===== config.mk =====
export PLATFORM = sky130hd
export DESIGN_NAME = vga_timing_gen_flat
export DESIGN_NICKNAME = d
export VERILOG_FILES = /design/src/rtl/vga_timing_gen_if.sv /design/src/rtl/vga_timing_gen.sv /design/src/flat_wrapper.sv
export SDC_FILE = /design/constraint.sdc
export NUM_CORES = 1
export LEC_CHECK = 0
export ABC_AREA = 1
export BUFFER_PORTS_ARGS = -buffer_cell sky130_fd_sc_hd__buf_2
export CORE_AREA = 2 2 93 95
export CTS_CLUSTER_SIZE = 8
export DETAILED_ROUTE_END_ITERATION = 12
export DIE_AREA = 0 0 95 97
export SLEW_MARGIN = 20
export SYNTH_ARGS = -nofsm -noshare
export SYNTH_HDL_FRONTEND = slang
export SYNTH_SLANG_ARGS = --single-unit

===== constraint.sdc =====
create_clock -name vga_clk -period 2.83 [get_ports vga_clk]
set_input_delay 0 -clock vga_clk [delete_from_list [all_inputs] [get_ports vga_clk]]
set_output_delay 0 -clock vga_clk [all_outputs]
set_load 0.03 [all_outputs]

===== src/rtl/vga_timing_gen_if.sv =====
// Raster timing bundle between vga_timing_gen and its consumers (mappers, VGA connector).
// Only pix_en flows into the generator; everything else is a registered output.
interface vga_timing_gen_if;
  logic        pix_en;
  logic [9:0]  DrawX;
  logic [9:0]  DrawY;
  logic        blank;
  logic        hs;
  logic        vs;
  logic        frame_tick;
  logic [15:0] frame_count;

  modport master (
    input  pix_en,
    output DrawX, DrawY, blank, hs, vs, frame_tick, frame_count
  );

  modport slave (
    output pix_en,
    input  DrawX, DrawY, blank, hs, vs, frame_tick, frame_count
  );
endinterface


===== src/rtl/vga_timing_gen.sv =====
// 640x480@60 raster timing generator: DrawX/DrawY, blank, active-low hs/vs, frame_tick/frame_count.
// Define VGA_SYNC_DELAY_EN to delay hs/vs by SYNC_DELAY vga_clk cycles to match mapper latency.
module vga_timing_gen #(
  parameter int H_VISIBLE  = 640,
  parameter int H_FP       = 16,
  parameter int H_SYNC     = 96,
  parameter int H_BP       = 48,
  parameter int V_VISIBLE  = 480,
  parameter int V_FP       = 10,
  parameter int V_SYNC     = 2,
  parameter int V_BP       = 33,
  parameter int SYNC_DELAY = 2
) (
  input logic        vga_clk,
  input logic        reset,
  vga_timing_gen_if.master vga
);

  localparam int H_TOTAL = H_VISIBLE + H_FP + H_SYNC + H_BP;
  localparam int V_TOTAL = V_VISIBLE + V_FP + V_SYNC + V_BP;

  // 11-bit constants so porch/sync sums never overflow the comparison.
  localparam logic [10:0] H_LAST     = 11'(H_TOTAL - 1);
  localparam logic [10:0] H_VIS      = 11'(H_VISIBLE);
  localparam logic [10:0] HS_START   = 11'(H_VISIBLE + H_FP);
  localparam logic [10:0] HS_END     = 11'(H_VISIBLE + H_FP + H_SYNC);
  localparam logic [10:0] V_LAST     = 11'(V_TOTAL - 1);
  localparam logic [10:0] V_VIS      = 11'(V_VISIBLE);
  localparam logic [10:0] VS_START   = 11'(V_VISIBLE + V_FP);
  localparam logic [10:0] VS_END     = 11'(V_VISIBLE + V_FP + V_SYNC);

  logic [9:0]  x_q, y_q;
  logic [9:0]  x_next, y_next;
  logic [10:0] xn_w, yn_w;
  logic        frame_wrap;
  logic        blank_q, hs_raw, vs_raw, tick_q;
  logic [15:0] count_q;

  always_comb begin
    x_next     = x_q;
    y_next     = y_q;
    frame_wrap = 1'b0;
    if (vga.pix_en) begin
      if ({1'b0, x_q} == H_LAST) begin
        x_next = '0;
        if ({1'b0, y_q} == V_LAST) begin
          y_next     = '0;
          frame_wrap = 1'b1;
        end else begin
          y_next = y_q + 10'd1;
        end
      end else begin
        x_next = x_q + 10'd1;
      end
    end
  end

  assign xn_w = {1'b0, x_next};
  assign yn_w = {1'b0, y_next};

  // Outputs are decoded from the next counter values so they land in the same cycle as DrawX/DrawY.
  always_ff @(posedge vga_clk) begin
    if (reset) begin
      x_q     <= '0;
      y_q     <= '0;
      blank_q <= 1'b1;
      hs_raw  <= 1'b1;
      vs_raw  <= 1'b1;
      tick_q  <= 1'b0;
      count_q <= '0;
    end else begin
      x_q     <= x_next;
      y_q     <= y_next;
      blank_q <= (xn_w < H_VIS) && (yn_w < V_VIS);
      hs_raw  <= !((xn_w >= HS_START) && (xn_w < HS_END));
      vs_raw  <= !((yn_w >= VS_START) && (yn_w < VS_END));
      tick_q  <= frame_wrap;
      count_q <= count_q + {15'd0, frame_wrap};
    end
  end

  assign vga.DrawX       = x_q;
  assign vga.DrawY       = y_q;
  assign vga.blank       = blank_q;
  assign vga.frame_tick  = tick_q;
  assign vga.frame_count = count_q;

`ifdef VGA_SYNC_DELAY_EN
  logic [SYNC_DELAY-1:0] hs_sr, vs_sr;

  // Free-running on vga_clk (not pix_en) to match the mapper ROM + colour register pipeline.
  always_ff @(posedge vga_clk) begin
    if (reset) begin
      hs_sr <= '1;
      vs_sr <= '1;
    end else begin
      hs_sr[0] <= hs_raw;
      vs_sr[0] <= vs_raw;
      for (int i = 1; i < SYNC_DELAY; i++) begin
        hs_sr[i] <= hs_sr[i-1];
        vs_sr[i] <= vs_sr[i-1];
      end
    end
  end

  assign vga.hs = hs_sr[SYNC_DELAY-1];
  assign vga.vs = vs_sr[SYNC_DELAY-1];
`else
  assign vga.hs = hs_raw;
  assign vga.vs = vs_raw;
`endif

endmodule


===== src/flat_wrapper.sv =====
// flat-port wrapper written by rule: the top's interface ports become plain ports
module vga_timing_gen_flat 
#(
  parameter int H_VISIBLE  = 640,
  parameter int H_FP       = 16,
  parameter int H_SYNC     = 96,
  parameter int H_BP       = 48,
  parameter int V_VISIBLE  = 480,
  parameter int V_FP       = 10,
  parameter int V_SYNC     = 2,
  parameter int V_BP       = 33,
  parameter int SYNC_DELAY = 2
)
  (vga_clk, reset, vga_pix_en, vga_DrawX, vga_DrawY, vga_blank, vga_hs, vga_vs, vga_frame_tick, vga_frame_count);
  vga_timing_gen_if vga_i ();
  input logic vga_clk;
  input logic reset;
  input wire logic [$bits(vga_i.pix_en)-1:0] vga_pix_en;
  output wire logic [$bits(vga_i.DrawX)-1:0] vga_DrawX;
  output wire logic [$bits(vga_i.DrawY)-1:0] vga_DrawY;
  output wire logic [$bits(vga_i.blank)-1:0] vga_blank;
  output wire logic [$bits(vga_i.hs)-1:0] vga_hs;
  output wire logic [$bits(vga_i.vs)-1:0] vga_vs;
  output wire logic [$bits(vga_i.frame_tick)-1:0] vga_frame_tick;
  output wire logic [$bits(vga_i.frame_count)-1:0] vga_frame_count;
  assign vga_i.pix_en = vga_pix_en;
  assign vga_DrawX = vga_i.DrawX;
  assign vga_DrawY = vga_i.DrawY;
  assign vga_blank = vga_i.blank;
  assign vga_hs = vga_i.hs;
  assign vga_vs = vga_i.vs;
  assign vga_frame_tick = vga_i.frame_tick;
  assign vga_frame_count = vga_i.frame_count;
  vga_timing_gen #(.H_VISIBLE(H_VISIBLE), .H_FP(H_FP), .H_SYNC(H_SYNC), .H_BP(H_BP), .V_VISIBLE(V_VISIBLE), .V_FP(V_FP), .V_SYNC(V_SYNC), .V_BP(V_BP), .SYNC_DELAY(SYNC_DELAY)) u_core (.vga_clk(vga_clk), .reset(reset), .vga(vga_i));
endmodule

==> results.sh <==
export IMPL_status="complete, no violations"
export IMPL_postSynthAreaPerCell_sq_um=6.926
export IMPL_path_clk_slew_ns=0.09
export IMPL_drc=0
export IMPL_ir_drop_v=0.0001431
export IMPL_grt_pass1_wl_mm=8.838
export IMPL_first_global_vias=1904
export IMPL_clock_fmax_mhz=368.5
export IMPL_timing_rr_start="u_core.vga.DrawX[1]$_SDFF_PP0_"
export IMPL_crit_path_start_kind="flip-flop"
export IMPL_path_class="flip-flop to flip-flop"
export IMPL_critical_path_arrival_ns=2.90
export IMPL_rows=33
export IMPL_end_kind="flip-flop"
export IMPL_fin_ws_ns=0.1165
export IMPL_fp_coreArea_sq_um=8134
export IMPL_cts_buffer_depth=2
export IMPL_antenna_left=0
export IMPL_power_density_nw_per_um2=373.2
export IMPL_ys_ff_latch=40
export IMPL_crit_path_max_fanout=5
export IMPL_synth_cell_types=32
export IMPL_cts_sink_count=40
export IMPL_initial_core_util_pct=26.57
export IMPL_nFillCells=843
export IMPL_min_period_ns=2.713
export IMPL_placed_cell_area_sq_um=2516
export IMPL_wl_per_cell_um=11.30
export IMPL_cp_required_ns=3.01
export IMPL_dr_pass1_iters=4
export IMPL_holdCritPathClass="input port to flip-flop"
export IMPL_worst_r2r_cell_count=18
export IMPL_p_int_mw=0.7572
export IMPL_portBuffers=42
export IMPL_boundaryPins=43
export IMPL_max_cap_violations=0
export IMPL_clkLatencyLatePin_ns=0.30
export IMPL_fp_dieH_um=97
export IMPL_clockPowerShare_pct=38.5
export IMPL_overflow=0
export IMPL_post_drt_via_cell_ratio=4.345
export IMPL_antenna_found_initial=0
export IMPL_critPathLaunch="u_core.vga.DrawX[1]$_SDFF_PP0_"
export IMPL_cts_buffers=5
export IMPL_regToRegEndpoint="u_core.vga.frame_count[14]$_SDFF_PP0_"
export IMPL_grt_usage_pct=12.02
export IMPL_place_congestion=0.8273
export IMPL_yosysWarnings=0
export IMPL_worst_pin_slew_ns=0.4563
export IMPL_synth_top_area_share_pct=37.06
export IMPL_cts_tree="built"
export IMPL_finalCritPeriodShare_pct=95.88
export IMPL_seqPwrFrac_pct=55.7
export IMPL_drv_slew=0
export IMPL_p_leak_nw=1.210
export IMPL_synth_top_area_cell="dfxtp_1"
export IMPL_grt_max_degree=27
export IMPL_cts_root_buf="clkbuf_8"
export IMPL_drt_initial_drc_count=108
export IMPL_synthTopCellsByArea="dfxtp_1 37%, nand2_1 12%, nor2_1 8.2%"
export IMPL_synthArstFlopShare_pct=0
export IMPL_syn_nets=320
export IMPL_yosysSeqAreaShare_pct=37.06
export IMPL_finalSetupTns_ns=0
export IMPL_area_growth_pct=27.33
export IMPL_finalSetupViolCount=0
export IMPL_design_area_sq_um=2751
export IMPL_dpl_hpwl_mm=3.907
export IMPL_syn_area_sq_um=2161
export IMPL_synth_edf_count=0
export IMPL_reg2reg_slack_ns=0.12
export IMPL_nets=378
export IMPL_dp_worst_setup_slack_ns=0.07202
export IMPL_p_comb_share_pct=5.8
export IMPL_n_antenna_cell=0
export IMPL_die_w_um=95
export IMPL_p_sw_share_pct=26.25
export IMPL_synthCells=312
export IMPL_hold_violations=0
export IMPL_design_die_area_sq_um=9215
export IMPL_htree_levels=2
export IMPL_synth_flop_cell="dfxtp_1"
export IMPL_slew_headroom_pct=69.54
export IMPL_rsz0062_at_grt="true"
export IMPL_finClkSkew_ns=0.01297
export IMPL_vias=2068
export IMPL_switchingPower_mw=0.2696
export IMPL_crit_end="u_core.vga.frame_count[14]$_SDFF_PP0_"
export IMPL_wl_mm=5.377
export IMPL_layout_drive_gt1_share_pct=30.19
sequential cells by signal, indices dropped and copies added, names as in the netlist:
name                    flops
u_core.vga.frame_count     16
u_core.vga.DrawY           10
u_core.vga.hs               1
u_core.vga.frame_tick       1
u_core.vga.vs               1
u_core.vga.DrawX           10
u_core.vga.blank            1
repair_timing:
item,in CTS,in global routing
hold buffers,0,0
gates resized for setup,0,19
setup endpoints to repair,0,7
buffers inserted,0,10
metrics by stage:
stage / hold slack [ns] / utilization [%] / total power [mW] / cells
2_1_floorplan: 0.3582 / - / 0.6239 / 312
3_3_place_gp: 0.4379 / 30.93 / 0.6383 / 458
3_5_place_dp: 0.4369 / 30.93 / 0.6391 / 458
4_1_cts: 0.1321 / 32.01 / 1.030 / 466
5_1_grt: 0.1601 / 33.83 / 1.065 / 476
6_report: 0.1359 / 33.83 / 1.027 / 476
worst min-delay path by stage:
stage | start | end | slack, ns | cells after the start
after floorplan | u_core.vga.DrawX[1]$_SDFF_PP0_ | vga_DrawX[1] | 0.36 | 0
after global placement | u_core.vga.hs$_SDFF_PP1_ | vga_hs | 0.44 | 1
after detailed placement | u_core.vga.hs$_SDFF_PP1_ | vga_hs | 0.44 | 1
after CTS | vga_pix_en | u_core.vga.DrawX[0]$_SDFF_PP0_ | 0.13 | 3
after global routing | vga_pix_en | u_core.vga.DrawX[1]$_SDFF_PP0_ | 0.16 | 3
final | vga_pix_en | u_core.vga.DrawX[1]$_SDFF_PP0_ | 0.14 | 3
worst max-delay path, stage by stage, from the launching register on:
cell     delay, ns
dfxtp_4       0.38
ha_4          0.15
nand2_4       0.06
nor2_4        0.15
nand3_4       0.12
nor2_4        0.14
nand2_2       0.08
inv_2         0.09
ha_4          0.14
ha_4          0.14
nand2_4       0.06
nor2_4        0.11
nand2_1       0.06
nor2_2        0.16
nand2_2       0.10
nor3_4        0.25
nand3_2       0.13
nor3_2        0.21
nor3_2        0.05
cells by family after synthesis:
family,Yosys count,synth area share [%]
compound gates,22,5.327
xor+xnor,5,2.027
fa+ha+maj,5,2.895
buf+inv,52,9.207
flops,40,37.06
simple gates,188,43.49
layer usage:
layer  routed length (um)  global-route usage [%]  vias up
li1                     -                       -     1104
met1                 2572                   15.86      927
met2                 2496                   18.55       30
met3                  235                   3.349        7
met4                   71                   4.459        0
met5                    0                       0        -
cell usage in the layout, fill, tap and decap left out, drive strengths merged:
cell type	netlist	layout
xnor2	4	4
inv	44	45
buf	3	57
o21a	1	1
nor2	61	61
dfxtp	40	40
nand4	9	9
clkbuf	3	5
nor3	15	15
ha	5	5
nor3b	2	2
nand3b	3	3
clkinv	2	4
o21ai	7	7
nand3	25	25
a211oi	1	1
nand2	73	73
xor2	1	1
a21oi	13	13
final cells by class:
class	instances	area (sq um)	share of cell area (%)
clock buffers	5	68.82	2.501
clock inverters	3	18.77	0.6821
inverters	46	172.7	6.276
multi-input cells	220	1226	44.57
flip-flops and latches	40	810.8	29.47
well taps	105	131.4	4.775
repair buffers	57	322.8	11.73
synth_stat cells, types with 3 or more instances:
cell	instances
nand2_1	68
nor2_4	5
inv_1	39
nand4_1	8
ha_1	5
nor3_1	11
nand2_2	4
inv_2	5
nor3_2	3
xnor2_1	4
nand3b_1	3
o21ai_1	3
nand3_1	21
dfxtp_1	40
nor2_1	47
clkbuf_1	3
nand3_2	3
a21oi_1	13
o21ai_0	4
nor2_2	9
power by group through the flow:
stage | clock network [mW] | registers [mW] | logic [mW]
after floorplan | 0 | 0.595 | 0.0288
after global placement | 0 | 0.586 | 0.0526
after CTS | 0.404 | 0.573 | 0.0533
after detailed placement | 0 | 0.586 | 0.0533
after global routing | 0.425 | 0.573 | 0.0669
final | 0.395 | 0.572 | 0.0591
Power figures use the tool's default switching activity.
